--- src/rtl/pipe_ctrl_pkg.sv ---
// rtl/pipe_ctrl_pkg.sv - shared FSM state and decoder stall_stop encodings
package pipe_ctrl_pkg;

  typedef enum logic [1:0] {
    ST_RUN   = 2'd0,
    ST_STALL = 2'd1,
    ST_DRAIN = 2'd2,
    ST_HALT  = 2'd3
  } state_t;

  localparam logic [1:0] SS_NONE = 2'b00;
  localparam logic [1:0] SS_NOP  = 2'b01;
  localparam logic [1:0] SS_HALT = 2'b10;

  function automatic int max2(input int a, input int b);
    return (a > b) ? a : b;
  endfunction

endpackage

--- src/rtl/pipeline_stall_controller_stall_timer.sv ---
// rtl/pipeline_stall_controller_stall_timer.sv - loadable down-counter with hold and count==1 flag
module stall_timer #(
  parameter int W = 2
) (
  input  logic         clk,
  input  logic         rst_n,
  input  logic         load,
  input  logic [W-1:0] load_val,
  input  logic         hold,
  output logic [W-1:0] count,
  output logic         last
);

  always_ff @(posedge clk or negedge rst_n) begin
    if (!rst_n) begin
      count <= '0;
    end else if (load) begin
      count <= load_val;
    end else if (!hold && count != '0) begin
      count <= count - 1'b1;
    end
  end

  assign last = (count == W'(1));

endmodule

--- src/rtl/pipeline_stall_controller.sv ---
// rtl/pipeline_stall_controller.sv - turns decode stall_stop codes into PC/IF-ID control
// Optional stall performance counter: STALL_PERF_CNT_EN.
module pipeline_stall_controller
  import pipe_ctrl_pkg::*;
#(
  parameter int NOP_CYCLES   = 1,
  parameter int DRAIN_CYCLES = 3,
  parameter int CNT_W        = 32
) (
  input  logic             clk,
  input  logic             rst_n,
  input  logic             id_valid,
  input  logic [1:0]       stall_stop,
  input  logic             ext_stall,
  input  logic             resume,
  output logic             pc_en,
  output logic             if_id_en,
  output logic             if_id_flush,
  output logic             halted,
  output logic [CNT_W-1:0] stall_cnt
);

  localparam int TMR_MAX = max2(NOP_CYCLES, DRAIN_CYCLES);
  localparam int TMR_W   = $clog2(TMR_MAX + 1);

  state_t             state;
  state_t             state_nxt;
  logic               tmr_load;
  logic [TMR_W-1:0]   tmr_load_val;
  logic               tmr_hold;
  logic [TMR_W-1:0]   tmr;
  logic               tmr_last;
  logic [1:0]         code;

  // A bubble in decode carries no meaningful code; 2'b11 falls through as none.
  assign code = id_valid ? stall_stop : SS_NONE;

  stall_timer #(.W(TMR_W)) u_stall_timer (
    .clk      (clk),
    .rst_n    (rst_n),
    .load     (tmr_load),
    .load_val (tmr_load_val),
    .hold     (tmr_hold),
    .count    (tmr),
    .last     (tmr_last)
  );

  always_ff @(posedge clk or negedge rst_n) begin
    if (!rst_n) begin
      state <= ST_RUN;
    end else begin
      state <= state_nxt;
    end
  end

  always_comb begin
    state_nxt    = state;
    pc_en        = 1'b1;
    if_id_en     = 1'b1;
    if_id_flush  = 1'b0;
    tmr_load     = 1'b0;
    tmr_load_val = '0;
    tmr_hold     = 1'b1;
    case (state)
      ST_RUN: begin
        if (code == SS_NOP) begin
          pc_en       = 1'b0;
          if_id_flush = 1'b1;
          if (NOP_CYCLES > 1) begin
            state_nxt    = ST_STALL;
            tmr_load     = 1'b1;
            tmr_load_val = TMR_W'(NOP_CYCLES - 1);
          end
        end else if (code == SS_HALT) begin
          pc_en        = 1'b0;
          if_id_flush  = 1'b1;
          state_nxt    = ST_DRAIN;
          tmr_load     = 1'b1;
          tmr_load_val = TMR_W'(DRAIN_CYCLES);
        end
      end
      ST_STALL: begin
        pc_en       = 1'b0;
        if_id_flush = 1'b1;
        tmr_hold    = 1'b0;
        if (tmr_last) state_nxt = ST_RUN;
      end
      ST_DRAIN: begin
        pc_en       = 1'b0;
        if_id_flush = 1'b1;
        tmr_hold    = 1'b0;
        if (tmr_last) state_nxt = ST_HALT;
      end
      ST_HALT: begin
        pc_en       = 1'b0;
        if_id_flush = 1'b1;
        if (resume) state_nxt = ST_RUN;
      end
      default: state_nxt = ST_RUN;
    endcase

    // Memory freeze wins, but must not swallow the resume pulse out of HALT.
    if (ext_stall) begin
      pc_en       = 1'b0;
      if_id_en    = 1'b0;
      if_id_flush = 1'b0;
      tmr_load    = 1'b0;
      tmr_hold    = 1'b1;
      if (state != ST_HALT) state_nxt = state;
    end
  end

  assign halted = (state == ST_HALT);

`ifdef STALL_PERF_CNT_EN
  logic [CNT_W-1:0] cnt_q;

  always_ff @(posedge clk or negedge rst_n) begin
    if (!rst_n) begin
      cnt_q <= '0;
    end else if (!pc_en && state != ST_HALT && cnt_q != '1) begin
      cnt_q <= cnt_q + 1'b1;
    end
  end

  assign stall_cnt = cnt_q;
`else
  assign stall_cnt = '0;
`endif

endmodule

--- config.mk ---
export PLATFORM = sky130hd
export DESIGN_NAME = pipeline_stall_controller
export DESIGN_NICKNAME = d
export VERILOG_FILES = /design/src/rtl/pipe_ctrl_pkg.sv /design/src/rtl/pipeline_stall_controller_stall_timer.sv /design/src/rtl/pipeline_stall_controller.sv
export SDC_FILE = /design/constraint.sdc
export NUM_CORES = 1
export LEC_CHECK = 0
export ABC_AREA = 1
export BUFFER_PORTS_ARGS = -buffer_cell sky130_fd_sc_hd__buf_4
export CAP_MARGIN = 20
export CORE_UTILIZATION = 35
export DETAILED_ROUTE_END_ITERATION = 6
export HOLD_SLACK_MARGIN = 0.06
export PLACE_DENSITY = 0.69
export SETUP_SLACK_MARGIN = 0.02
export SLEW_MARGIN = 20
export SYNTH_ARGS = -nofsm -noshare
export SYNTH_HDL_FRONTEND = slang
export SYNTH_SLANG_ARGS = --single-unit
--- constraint.sdc ---
create_clock -name clk -period 2.6 [get_ports clk]
set_input_delay 0.39 -clock clk [delete_from_list [all_inputs] [get_ports clk]]
set_output_delay 0.39 -clock clk [all_outputs]
set_load 0.01 [all_outputs]
==> results.cfg <==
[clock_tree]
clockRootBuffer = clkbuf_4
clk_latency_ns = 0.23
cts_buffer_depth = 2
tritoncts = yes
cts_resized = 0
cts_sinks = 4
ctsHtreeMaxLevel = 1
path_clk_slew_ns = 0.03
post_cts_buffers = 0
numCtsBuffers = 3

[floorplanning]
dieArea_sq_um = 1970
start_util_pct = 39.4
core_sq_um = 1590
num_rows = 14
ios = 43
die_h_um = 44.4
die_w_um = 44.4

[drt]
drc = 0
drtPass1Iterations = 3
routedWlPerCell_um = 7.05
viasPerCell = 3.64
wirelength_um = 832
vias = 429
drtIter0Drc = 6
drt.antenna.violating_nets = 0

[timing]
final.period_utilization_pct = 62.5
rsz0062_at_grt = no
finalCriticalPeriod_ns = 1.62
fin_skew_ns = 0.00272
fmax_mhz = 616
holdWs_ns = 0.489
finalSetupViolCount = 0
hold_viol = 0
final.setup.tns_ns = 0
drv_slew = 0

[synth]
synth-edff-count = 0
synthDistinctLibCells = 17
yosysTopAreaCell = buf_4
synth_area_sq_um = 628
synth.most_common_cell = buf_4
yosysSeqAreaShare_pct = 15.9
yosys_warnings = 0
synthArstFlopShare_pct = 100
yosys-top-cells-area = buf_4, ha_1, dfrtp_1
postSynthAreaPerCell_sq_um = 7.75
synth_common_cells = buf_4, nand2_1, ha_1
synthFlopType = dfrtp_1
ys_seq_elements = 4
synthCells = 81
yosys.area.top_type_share_pct = 38.2

[grt]
grt.total_usage_pct = 8.95
grt_max_degree = 5
antenna_found_initial = 0
grt_pass1_wl_mm = 1.30
grt_overflow = 0
grt_pass1_vias = 370

[pwr]
design_power_total_uw = 482
p_leak_nw = 0.397
p_per_area_nw_per_um2 = 750
ir_drop_uv = 449

[layout]
design_area_sq_um = 642
nets = 113
synthToLayoutAreaGrowth_pct = 2.19
fin_cells = 118
antennaDiodeCount = 0
drive_gt1_share_pct = 17.0

[placed_design]
place.gp.congestion = 0.719
hpwl_um = 758
dpl-instance-area_sq_um = 609
dp.cells = 114
io_buffers = 10

[worst_setup_path]
critPathKind = in -> out
ff2ff_setup_slack_ns = 1.27
cp-end-kind = output pin
crit_chain = buf_4, nand2_1, inv_1, ha_1, a21oi_1, buf_4
start_kind = primary input
worstPathMaxFanout = 3
cpPeakStageDelay_ns = 0.30
crit_slowest_cell = ha_1
r2r-end = state[1]
worstPathRequired_ns = 2.21
reg2reg_depth = 6
crit_arrival_ns = 1.23
rr_startpoint = state[0]
crit_top_cell = buf_4

[run]
drv_cap = 0

[hold_path]
worstHoldPathType = in -> async

[run_status]
status = complete, no violations
## sequential cells by signal (all words and copies together), names as in the netlist
| name | flops |
|---|---|
| u_stall_timer.count | 2 |
| state | 2 |
## final cells by class
type / instances / area (sq um)
fill: 186 / 952
multi-input combinational: 68 / 374
sequential: 4 / 100
timing repair buffer: 11 / 85.1
inverter: 8 / 30.0
tap: 24 / 30.0
clock buffer: 3 / 22.5
## what timing repair did
action | in CTS | in global routing
hold endpoints to repair | 4 | 0
endpoints found under the setup margin | 0 | 0
hold buffers | 1 | 0
## worst max-delay path by stage
stage	depth (start not counted)	slack, ns	end	from
after floorplan	4	1.16	if_id_flush	stall_stop[0]
after global placement	6	0.99	if_id_flush	id_valid
after detailed placement	6	0.97	if_id_flush	id_valid
after CTS	6	0.97	if_id_flush	id_valid
after global routing	5	0.89	pc_en	state[0]
final	6	0.98	if_id_flush	id_valid
## where the power goes
group	internal, mW	switching [mW]
clock network	0.0513	0.0212
logic	0.121	0.167
registers	0.0945	0.0262
total	0.267	0.215
## cell usage in the layout (no fill, tap or decap), types with 2 or more instances in the layout
cell,n
buf_4,10
clkbuf_4,3
conb_1,32
dfrtp_1,4
ha_1,10
inv_1,7
nand2_1,12
nand3_1,3
nand4_1,2
nor2_1,2
## kinds of logic after synthesis
logic type	count (synthesis)	synth area share (%)
and+or+nand+nor	22	16.5
adders and majority gates	10	19.9
other	1	0.597
buffers and inverters	40	43.0
AOI/OAI and AO/OA	4	3.98
DFF	4	15.9
## critical path: cells and delay by family
family,cells,cell delay [ns]
adder cells (fa/ha/maj),1,0.30
buffers and inverters,3,0.29
AO/OA/AOI/OAI,1,0.15
AND/OR/NAND/NOR,1,0.09
## stage by stage
stage | worst slack (ns) | util (%)
global placement | 0.985 | 38.2
global route | 0.887 | 40.3
CTS | 0.970 | 40.3
finish | 0.975 | 40.3
floorplan | 1.16 | -
detailed placement | 0.972 | 38.2
## per-layer routing
metal	up-vias	share of wire (%)	GRT usage (%)
met5	-	0	0
met1	190	40	9.00
met4	0	0	5.45
met2	25	53	17.1
li1	214	-	-
met3	0	6.5	1.22
(Power assumes the default switching activity.)
